## config.mk

```make
export PLATFORM = sky130hd
export DESIGN_NAME = spi_channel_scheduler
export DESIGN_NICKNAME = d
export VERILOG_FILES = /design/src/rtl/spi_channel_scheduler.sv
export SDC_FILE = /design/constraint.sdc
export NUM_CORES = 1
export LEC_CHECK = 0
export CAP_MARGIN = 5
export CELL_PAD_IN_SITES_DETAIL_PLACEMENT = 2
export CELL_PAD_IN_SITES_GLOBAL_PLACEMENT = 2
export CORE_MARGIN = 2
export CORE_UTILIZATION = 21
export DETAILED_ROUTE_END_ITERATION = 6
export GPL_TIMING_DRIVEN = 0
export PLACE_DENSITY_LB_ADDON = 0.08
export SLEW_MARGIN = 25
export SYNTH_ARGS = -nofsm -noshare
export SYNTH_HDL_FRONTEND = slang
export SYNTH_SLANG_ARGS = --single-unit
export TNS_END_PERCENT = 20
```

## constraint.sdc

```tcl
create_clock -name S_AXI_ACLK -period 2.39 [get_ports S_AXI_ACLK]
set_input_delay 0.3585 -clock S_AXI_ACLK [delete_from_list [all_inputs] [get_ports S_AXI_ACLK]]
set_output_delay 0.3585 -clock S_AXI_ACLK [all_outputs]
set_load 0.05 [all_outputs]
```

## src/rtl/spi_channel_scheduler.sv

```systemverilog
// spi_channel_scheduler: round-robin sharing of one SPI transaction engine among NUM_REQ requesters.
// Define SPI_SCHED_TIMEOUT_EN to add a WAIT-state watchdog of TIMEOUT_CYCLES clocks.
module spi_channel_scheduler #(
   parameter int NUM_REQ        = 4,
   parameter int DATA_W         = 24,
   parameter int RX_W           = 16,
   parameter int TIMEOUT_CYCLES = 4096
) (
   input  logic                      S_AXI_ACLK,
   input  logic                      S_AXI_ARESET,
   input  logic [NUM_REQ-1:0]        req,
   input  logic [NUM_REQ*DATA_W-1:0] req_tx,
   input  logic [NUM_REQ*5-1:0]      req_len,
   output logic                      eng_start,
   output logic [DATA_W-1:0]         eng_tx,
   output logic [4:0]                eng_len,
   input  logic                      eng_busy,
   input  logic                      eng_done,
   input  logic [RX_W-1:0]           eng_rx,
   output logic [NUM_REQ-1:0]        gnt,
   output logic [NUM_REQ-1:0]        rsp_valid,
   output logic [RX_W-1:0]           rsp_data,
   output logic                      timeout_err
);
   localparam int IW = $clog2(NUM_REQ);
   typedef enum logic [2:0] {IDLE, GRANT, START, WAIT, RESP} state_e;
   state_e state_q, state_d;
   logic [IW-1:0] ptr_q, ptr_d, idx_q, idx_d, win;
   logic found, to_hit;
   logic [DATA_W-1:0] win_tx, eng_tx_q, eng_tx_d;
   logic [4:0] win_len, eng_len_q, eng_len_d;
   logic [NUM_REQ-1:0] gnt_q, gnt_d, rsp_valid_q, rsp_valid_d;
   logic [RX_W-1:0] rsp_data_q, rsp_data_d;
   logic eng_start_q, eng_start_d;
   // First requesting index at or after ptr, wrapping.
   always_comb begin
      found   = 1'b0;
      win     = '0;
      win_tx  = '0;
      win_len = '0;
      for (int k = 0; k < NUM_REQ; k++)
         if (!found && req[(int'(ptr_q) + k) % NUM_REQ]) begin
            found = 1'b1;
            win   = IW'((int'(ptr_q) + k) % NUM_REQ);
         end
      for (int i = 0; i < NUM_REQ; i++)
         if (IW'(i) == win) begin
            win_tx  = req_tx[i*DATA_W +: DATA_W];
            win_len = req_len[i*5 +: 5];
         end
   end
   always_ff @(posedge S_AXI_ACLK or posedge S_AXI_ARESET)
      if (S_AXI_ARESET) state_q <= IDLE;
      else state_q <= state_d;
   always_comb begin
      state_d = state_q;
      unique case (state_q)
         IDLE:    state_d = |req ? GRANT : IDLE;
         GRANT:   state_d = found ? START : IDLE;
         START:   state_d = ~|eng_len_q ? RESP : eng_busy ? START : WAIT;
         WAIT:    state_d = (eng_done || to_hit) ? RESP : WAIT;
         RESP:    state_d = IDLE;
         default: state_d = IDLE;
      endcase
   end
   always_comb begin
      idx_d       = idx_q;
      ptr_d       = ptr_q;
      eng_tx_d    = eng_tx_q;
      eng_len_d   = eng_len_q;
      gnt_d       = gnt_q;
      rsp_data_d  = rsp_data_q;
      eng_start_d = 1'b0;
      rsp_valid_d = '0;
      case (state_q)
         GRANT: if (found) begin
            idx_d     = win;
            eng_tx_d  = win_tx;
            eng_len_d = win_len;
            gnt_d     = NUM_REQ'(1) << win;
         end
         START: begin
            eng_start_d = |eng_len_q && !eng_busy;
            rsp_valid_d = ~|eng_len_q ? NUM_REQ'(1) << idx_q : '0;
            rsp_data_d  = ~|eng_len_q ? '0 : rsp_data_q;
         end
         WAIT: begin
            rsp_valid_d = (eng_done || to_hit) ? NUM_REQ'(1) << idx_q : '0;
            rsp_data_d  = eng_done ? eng_rx : to_hit ? '1 : rsp_data_q;
         end
         RESP: begin
            gnt_d = '0;
            ptr_d = idx_q == IW'(NUM_REQ - 1) ? '0 : idx_q + 1'b1;
         end
         default: ;
      endcase
   end
   always_ff @(posedge S_AXI_ACLK or posedge S_AXI_ARESET)
      if (S_AXI_ARESET) begin
         idx_q       <= '0;
         ptr_q       <= '0;
         eng_tx_q    <= '0;
         eng_len_q   <= '0;
         gnt_q       <= '0;
         rsp_data_q  <= '0;
         eng_start_q <= 1'b0;
         rsp_valid_q <= '0;
      end else begin
         idx_q       <= idx_d;
         ptr_q       <= ptr_d;
         eng_tx_q    <= eng_tx_d;
         eng_len_q   <= eng_len_d;
         gnt_q       <= gnt_d;
         rsp_data_q  <= rsp_data_d;
         eng_start_q <= eng_start_d;
         rsp_valid_q <= rsp_valid_d;
      end
`ifdef SPI_SCHED_TIMEOUT_EN
   logic [15:0] cnt_q;
   logic to_q;
   assign to_hit = state_q == WAIT && cnt_q == 16'(TIMEOUT_CYCLES);
   // Counter sits at zero outside WAIT, so every WAIT entry starts a fresh count.
   always_ff @(posedge S_AXI_ACLK or posedge S_AXI_ARESET)
      if (S_AXI_ARESET) begin
         cnt_q <= '0;
         to_q  <= 1'b0;
      end else begin
         cnt_q <= state_q == WAIT ? cnt_q + 16'd1 : '0;
         to_q  <= to_hit && !eng_done;
      end
   assign timeout_err = to_q;
`else
   assign to_hit      = 1'b0;
   assign timeout_err = 1'b0;
`endif
   assign eng_start = eng_start_q;
   assign eng_tx    = eng_tx_q;
   assign eng_len   = eng_len_q;
   assign gnt       = gnt_q;
   assign rsp_valid = rsp_valid_q;
   assign rsp_data  = rsp_data_q;
endmodule

```

Word-level counts from Yosys, hierarchy flattened
Index checks and enable logic that the tools add are counted.
{"block": "word_totals", "regBits": 61, "input_bits": 140, "output_inout_bits": 55, "elab_cells": 96}
{"block": "classes", "add_sub_neg": 4, "n_lt_le_gt_ge": 4, "eq_ne": 11, "shifts": 2, "n_mux": 43, "bitwise_logic": 3, "reduce_logical": 20}
{"op": "$mux 24", "n": 4}
{"op": "$mux 16", "n": 2}
{"op": "$pmux 16 s2", "n": 1}
{"op": "$mux 5", "n": 4}
{"op": "$pmux 4 s2", "n": 2}
{"op": "$mux 1", "n": 14}
{"op": "$lt 3x4->1 const B", "n": 3}
{"op": "$mux 2", "n": 6}
{"op": "$mux 4", "n": 3}
{"op": "$pmux 3 s4", "n": 1}
{"op": "$bmux 1 s2", "n": 4}
{"op": "$shl 1x2->4 const A", "n": 2}
{"op": "$eq 3x2->1 const B", "n": 2}
{"op": "$mux 3", "n": 2}
{"op": "$ne 2x2->1 const B", "n": 3}
{"op": "$reduce_or 2->1", "n": 3}
{"op": "$reduce_or 5->1", "n": 1}
{"op": "$add 2x1->2 const B", "n": 2}
{"op": "$add 2x2->2 const B", "n": 2}
{"op": "$eq 2x2->1 const A", "n": 2}
{"op": "$logic_and 1x1->1", "n": 4}
{"op": "$logic_not 1->1", "n": 4}
{"op": "$reduce_and 2->1", "n": 2}
{"op": "$reduce_bool 2->1", "n": 2}
{"op": "10 further kinds", "n": 12}

Depth between registers and ports, before layout
Gate-level depths: netlist (run 1).
{"block": "depth", "ltp_word": 19, "ltp_mapped": 7, "mapped_depth_nobuf": 5}

Worst setup path before layout (run 1)
OpenSTA, ideal clock, no wires.
{"block": "synth_timing", "kind": "register to register", "start": "register eng_len_q[4], in the netlist eng_len[4]", "end": "register rsp_data_q[10], in the netlist rsp_data[10]", "setup_time_ns": 0.083, "arrival_ns": 1.725, "t_required_ns": 2.307, "slack_ns": 0.582, "path_stages_with_launch": 7, "path_buffers": 1, "period_less_slack_ns": 1.808, "cell_sequence": "dfrtp_1 -> nor3_1 -> a21oi_1 -> nor3_2 -> clkbuf_1 -> nand3_1 -> o21ai_0"}
{"block": "synth_between", "elab_chain_len": 3}
{"item": "start: declaration", "line_no": "31", "source": "logic [4:0] win_len, eng_len_q, eng_len_d;"}
{"item": "start signal: assignment", "line_no": "112", "source": "eng_len_q <= eng_len_d;"}
{"item": "$reduce_or 5->1", "line_no": "85", "source": "rsp_data_d = ~|eng_len_q ? '0 : rsp_data_q;"}
{"item": "$ne 2x2->1 (no line)"}
{"item": "$reduce_and 3->1 (no line)"}
{"item": "end signal: assignment", "line_no": "114", "source": "rsp_data_q <= rsp_data_d;"}
{"item": "end: declaration", "line_no": "33", "source": "logic [RX_W-1:0] rsp_data_q, rsp_data_d;"}
Every way passes these cells.
A chain may end at the register's enable or synchronous reset.

Worst setup path after layout (run 1)
{"block": "layout_timing", "start": "input req[0]", "end": "register eng_tx_q[19], in the netlist eng_tx[19]"}
{"block": "layout_between", "elab_chain_len": 17, "elab_cells_between_ends": 34, "classes_between": "eq/ne (3); mux (23); reduce/logical (8)"}
{"item": "start: declaration", "line_no": "11", "source": "input logic [NUM_REQ-1:0] req,"}
{"item": "$bmux 1 s2", "line_no": "42", "source": "if (!found && req[(int'(ptr_q) + k) % NUM_REQ]) begin"}
{"item": "$mux 1 (implied by the code)", "line_no": "42"}
{"item": "$mux 1", "line_no": "42"}
{"item": "$logic_not 1->1", "line_no": "42"}
{"item": "$logic_and 1x1->1", "line_no": "42"}
{"item": "$mux 1", "line_no": "42"}
{"item": "$logic_not 1->1", "line_no": "42"}
{"item": "$logic_and 1x1->1", "line_no": "42"}
{"item": "$mux 1", "line_no": "42"}
{"item": "$logic_not 1->1", "line_no": "42"}
{"item": "$logic_and 1x1->1", "line_no": "42"}
{"item": "$mux 2", "line_no": "42"}
{"item": "$logic_not 2->1", "line_no": "47", "source": "if (IW'(i) == win) begin"}
{"item": "$mux 24 (4 in series)", "line_no": "47"}
{"item": "end signal: assignment", "line_no": "111", "source": "eng_tx_q <= eng_tx_d;"}
{"item": "end: declaration", "line_no": "30", "source": "logic [DATA_W-1:0] win_tx, eng_tx_q, eng_tx_d;"}
Several ways; a longest one is shown, not always the timed one. The select of a mux whose other input is x is not followed.

==> impl_metrics.tcl, run 1 <==
set metrics [dict create \
    yosys.cell_count.top_type "dfrtp_1" \
    clock_latency_ns 0.34 \
    yosysWarnings 0 \
    grt_usage 0.1763 \
    synthAdderAreaFrac 0.01556 \
    clockRootBuffer "clkbuf_16" \
    cp.required_ns 2.64 \
    synth_common_cells "dfrtp_1, nor2_1, mux2i_1, o32ai_1, inv_1" \
    fin_crit_sh 0.9724 \
    synth_flop_cell "dfrtp_1" \
    holdWs_ns 0.3905 \
    synth_nets 462 \
    dp_cells 700 \
    diodes 0 \
    synth_top_family_by_area "compound AO/OA/AOI/OAI gates" \
    drt_iter0_drc 63 \
    synth_simple_gate_area_frac 0.1191 \
    fillers 1654 \
    reg2reg_depth 6 \
    cts_tree "built" \
    ir_drop_uv 393.9 \
    hpwl_um 10490 \
    cap_violations 0 \
    synth.distinct_cells 36 \
    crit_arrival_ns 2.57 \
    io_buffers 193 \
    p_per_area_nw_per_um2 1272 \
    synthToLayoutAreaGrowth_pct 78.60 \
    startpoint_type "input port" \
    wl_per_cell_um 19.46 \
    finalHoldViolCount 0 \
    vias_per_cell 4.684 \
    cp_max_fo 10 \
    rsz0062_at_grt "true" \
    final_core_util 0.3806 \
    timing.fmax_ghz 0.4303 \
    coreArea_um2 15090 \
    route.met2.wl_um 6804 \
    synth_area_um2 3216 \
    worstSetupEndpointType "register" \
    layout-drive-gt1-share 0.08902 \
    synthMuxAreaShare 0.09416 \
    async_reset_ff_frac 1.000 \
    synth.avg_cell_area_um2 10.11 \
    fin_crit_ns 2.324 \
    cts_buffers 9 \
    status "finished clean" \
    cts_buffer_depth 2 \
    p_total_mw 7.303 \
    yosysTopAreaCellShare 0.4747 \
    wirelength_met1_um 5818 \
    num_rows 45 \
    post_cts_buffers 0 \
    synthTopCellsByArea "dfrtp_1, mux2i_1, o32ai_1" \
    place.gp.congestion 0.7406 \
    topRoutingLayerUsed "met4" \
    syn_inst 318 \
    grt_max_degree 34 \
    nNetsFinal 667 \
    drv_slew 0 \
    fin_skew_ns 0.004630 \
    die_area_um2 16320 \
    antenna_found_initial 0 \
    synth-seq-area-share 0.4747 \
    die_w_um 127.7 \
    setup_viol 0 \
    overflow 0 \
    worst_pin_slew_ns 0.6054 \
    synth_edf_count 0 \
    synthXorXnorAreaFrac 0 \
    synth-compound-area-share 0.2276 \
    ioPinCount 195 \
    relSlewSlack 0.5964 \
    finalWirelength_um 13930 \
    firstDrtPassIters 4 \
    clk_pin_slew_ns 0.05 \
    yosys.area.top_type "dfrtp_1" \
    synth-seq-cells 61 \
    ant_nets 0 \
    start_util 0.2131 \
    met3_length_um 1046 \
    drc 0 \
    grt_pass1_vias 3790 \
    die_h_um 127.7 \
    h-tree-depth 3 \
    p_leak_nw 2.327 \
    grt_first_pass_wirelength_um 21750 \
    hold_path_class "in -> async" \
    dr_total_vias 3354 \
    cts_sinks 61 \
    final_cells 716 \
    critPathKind "in -> reg" \
    rrSetupSlack_ns 0.27 \
]
-- per-layer routing --
metal	vias to the layer above	global-route usage
met1	1636	0.2093
li1	1578	-
met5	-	0
met4	0	0.06787
met3	18	0.05676
met2	122	0.2973
-- stage by stage --
step           instance area [µm²]  setup slack (ns)  TNS [ns]
4_1_cts                       5732           0.04302         0
3_5_place_dp                  5405           -0.3003    -6.468
2_1_floorplan                 3216            0.5185         0
5_1_grt                       5743           -0.1215   -0.6169
3_3_place_gp                  5383           -0.8958    -59.54
6_report                      5743           0.06606         0
-- state kept, by name, indices dropped and copies added (netlist names) --
signal     count
ptr_q          2
rsp_valid      4
gnt            4
state_q        3
eng_len        5
eng_start      1
eng_tx        24
rsp_data      16
idx_q          2
-- path summary, 6_finish.rpt --
check	to	from
max in group asynchronous	eng_tx[20]	S_AXI_ARESET
min in group S_AXI_ACLK	eng_tx[22]	eng_tx[22]
hold reg to reg	eng_tx[22]	eng_tx[22]
setup / recovery	eng_tx[19]	req[0]
hold / removal	rsp_data[2]	S_AXI_ARESET
setup reg to reg	eng_tx[19]	ptr_q[0]
-- placed cells by master, fill, tap and decap left out, types with 4 or more instances in the layout --
cell type        instances
a211oi_1                19
a211oi_2                10
a21oi_1                  4
and2_1                   4
buf_2                    5
buf_4                    4
clkbuf_1                10
clkbuf_16                9
clkdlybuf4s50_1        193
dfrtp_1                 61
ha_1                     4
inv_1                   23
mux2i_1                 28
nand2_1                  7
nand3_1                 20
nor2_1                  38
o21ai_0                 20
o32ai_1                 28
-- timing repair --
item                                    in CTS  in global routing
hold buffers                                 0                  0
endpoints found under the setup margin       0                 36
resized for setup                            0                  7
-- critical path, cell delays in order --
cell and delay [ns]:
clkdlybuf4s50_1 0.58, nor2b_1 0.26, nor2_1 0.06, o211ai_1 0.33
clkbuf_1 0.48, o32ai_1 0.25, a211oi_2 0.25
-- cells by family after synthesis --
kind of cell	after synthesis
adders and majority gates	4
DFF	61
buffers and inverters	48
other	1
muxes	30
AOI/OAI and AO/OA	93
and+or+nand+nor	81
-- area by class of cell --
type | instances | area, µm² | share of cell area
timing repair buffer | 194 | 1952 | 0.3399
inverter | 24 | 92.59 | 0.01612
multi-input combinational | 209 | 1478 | 0.2573
tap | 188 | 235.2 | 0.04096
sequential | 61 | 1526 | 0.2658
clock inverter | 4 | 70.07 | 0.01220
buffer | 24 | 132.6 | 0.02309
clock buffer | 12 | 256.5 | 0.04466
-- where the power goes --
part,internal [mW],switching (mW)
Sequential,1.46,0.278
Clock,0.966,0.491
Combinational,1.46,2.65
(Power assumes the default switching activity.)
==> inputs of run 2 (changes only) <==
--- a/config.mk
+++ b/config.mk
@@ -8,11 +8,12 @@
 export CAP_MARGIN = 5
 export CELL_PAD_IN_SITES_DETAIL_PLACEMENT = 2
 export CELL_PAD_IN_SITES_GLOBAL_PLACEMENT = 2
-export CORE_MARGIN = 2
+export CORE_MARGIN = 3
 export CORE_UTILIZATION = 21
 export DETAILED_ROUTE_END_ITERATION = 6
 export GPL_TIMING_DRIVEN = 0
 export PLACE_DENSITY_LB_ADDON = 0.08
+export SKIP_CTS_REPAIR_TIMING = 1
 export SLEW_MARGIN = 25
 export SYNTH_ARGS = -nofsm -noshare
 export SYNTH_HDL_FRONTEND = slang
==> impl_metrics.tcl, run 2 (synthesis gave the netlist of run 1 again) <==
set metrics [dict create \
    status "finished clean" \
    reg2reg_depth 6 \
    finalInstanceArea_um2 5751 \
    antenna_found_initial 0 \
    layout_commonest_cell "clkdlybuf4s50_1" \
    rrSetupSlack_ns 0.30 \
    grt_max_degree 41 \
    cp.required_ns 2.64 \
    place_ws_ns -0.2994 \
    cpMaxStageDelayCell "clkdlybuf4s50_1" \
    die_area_um2 16830 \
    largest_reg_flops 24 \
    clk_pin_slew_ns 0.05 \
    setup_viol 0 \
    p_total_mw 7.298 \
    endpoint "eng_tx[23]" \
    worst_pin_slew_ns 0.6600 \
    hold_path_class "in -> async" \
    cp_max_fo 10 \
    synthToLayoutAreaGrowth_pct 78.83 \
    cts_sinks 61 \
    grt_first_pass_wirelength_um 21040 \
    overflow 0 \
    cts_buffers 9 \
    final_core_util 0.3898 \
    io_buffers 193 \
    crit_arrival_ns 2.54 \
    die_h_um 129.7 \
    fin_ws_ns 0.09384 \
    use_met2 0.2833 \
    timing.fmax_ghz 0.4355 \
    num_rows 44 \
    die_w_um 129.7 \
    cts_tree "built" \
    clockRootBuffer "clkbuf_16" \
    fin_skew_ns 0.006408 \
    place.gp.congestion 0.7181 \
    crit_path_cell_trace "clkdlybuf4s50_1 > nor2b_1 > nor2_1 > o211ai_1 > buf_1 > o32ai_1 > a211oi_2" \
    cap_violations 0 \
    relSlewSlack 0.5600 \
    fin_crit_sh 0.9607 \
    slowest_delay_ns 0.59 \
    r2r_end "eng_tx[23]" \
    p_leak_nw 2.336 \
    dr_total_vias 3357 \
    worstSetupEndpointType "register" \
    critPathKind "in -> reg" \
    wl_per_cell_um 19.68 \
    nNetsFinal 667 \
    finalWirelength_um 14010 \
    ant_nets 0 \
    gr-usage-met1 0.1968 \
    ir_drop_uv 426.9 \
    layout-drive-gt1-share 0.09280 \
    grt_pass1_vias 3710 \
    layout_common_cells "clkdlybuf4s50_1, dfrtp_1, nor2_1" \
    coreArea_um2 14750 \
    placed_cell_area_um2 5408 \
    p_per_area_nw_per_um2 1269 \
    hpwl_um 10860 \
    cts_buffer_depth 2 \
    drc 0 \
    worst_r2r_startpoint "ptr_q[0]" \
    busiest_layer "met2" \
    diodes 0 \
    clock_latency_ns 0.34 \
    drv_slew 0 \
    holdWs_ns 0.3527 \
    setup.worst_path.start "req[0]" \
    use_met3 0.05526 \
    grt_usage 0.1659 \
    h-tree-depth 3 \
    startpoint_type "input port" \
    fin_crit_ns 2.296 \
    firstDrtPassIters 4 \
    start_util 0.2179 \
    rsz0062_at_grt "true" \
    drt_iter0_drc 68 \
    finalHoldViolCount 0 \
    vias_per_cell 4.715 \
    ioPinCount 195 \
]
## run 2: worst min path at each step
stage,end,slack [ns],cells past startpoint
5_1_grt,rsp_valid[2],0.38,2
4_1_cts,rsp_valid[2],0.36,2
3_3_place_gp,gnt[0],0.48,2
3_5_place_dp,gnt[2],0.50,2
2_1_floorplan,eng_start,0.44,1
6_report,rsp_valid[2],0.35,2
## run 2: per-layer routing
metal | vias up | part of all wire
li1 | 1575 | -
met5 | - | 0
met1 | 1652 | 0.40
met3 | 12 | 0.080
met2 | 118 | 0.51
met4 | 0 | 0.013
## run 2: area by class of cell
class                      instances  area [µm²]
clock inverter                     4       70.07
tap                              184       230.2
timing repair buffer             194        1959
fill                            1600        9004
inverter                          24       92.59
clock buffer                      12       256.5
multi-input combinational        209        1484
sequential                        61        1526
buffer                            24       131.4
## run 2: report_power, final
group,internal (mW),total (mW),switching [mW]
combinational,1.46,4.09,2.63
sequential,1.46,1.75,0.290
clock,0.966,1.45,0.485
## run 2: metrics by stage
stage,std cells,TNS [ns]
finish,712,0
floorplan,318,0
global placement,695,-61.53
global route,712,-1.680
detailed placement,696,-7.413
CTS,712,0
## run 2: critical path: cells and delay by family
kind	cells	cell delay (ns)
buffers and inverters	2	1.10
AND/OR/NAND/NOR	2	0.35
AO/OA/AOI/OAI	3	0.75
==> inputs of run 3 (changes only) <==
--- a/config.mk
+++ b/config.mk
@@ -10,9 +10,11 @@
 export CELL_PAD_IN_SITES_GLOBAL_PLACEMENT = 2
 export CORE_MARGIN = 3
 export CORE_UTILIZATION = 21
+export CTS_CLUSTER_DIAMETER = 50
 export DETAILED_ROUTE_END_ITERATION = 6
 export GPL_TIMING_DRIVEN = 0
 export PLACE_DENSITY_LB_ADDON = 0.08
+export SETUP_SLACK_MARGIN = 0.02
 export SKIP_CTS_REPAIR_TIMING = 1
 export SLEW_MARGIN = 25
 export SYNTH_ARGS = -nofsm -noshare
==> results of run 3 <==
No change in the layout: final DEF, timing and power equal those of run 2.
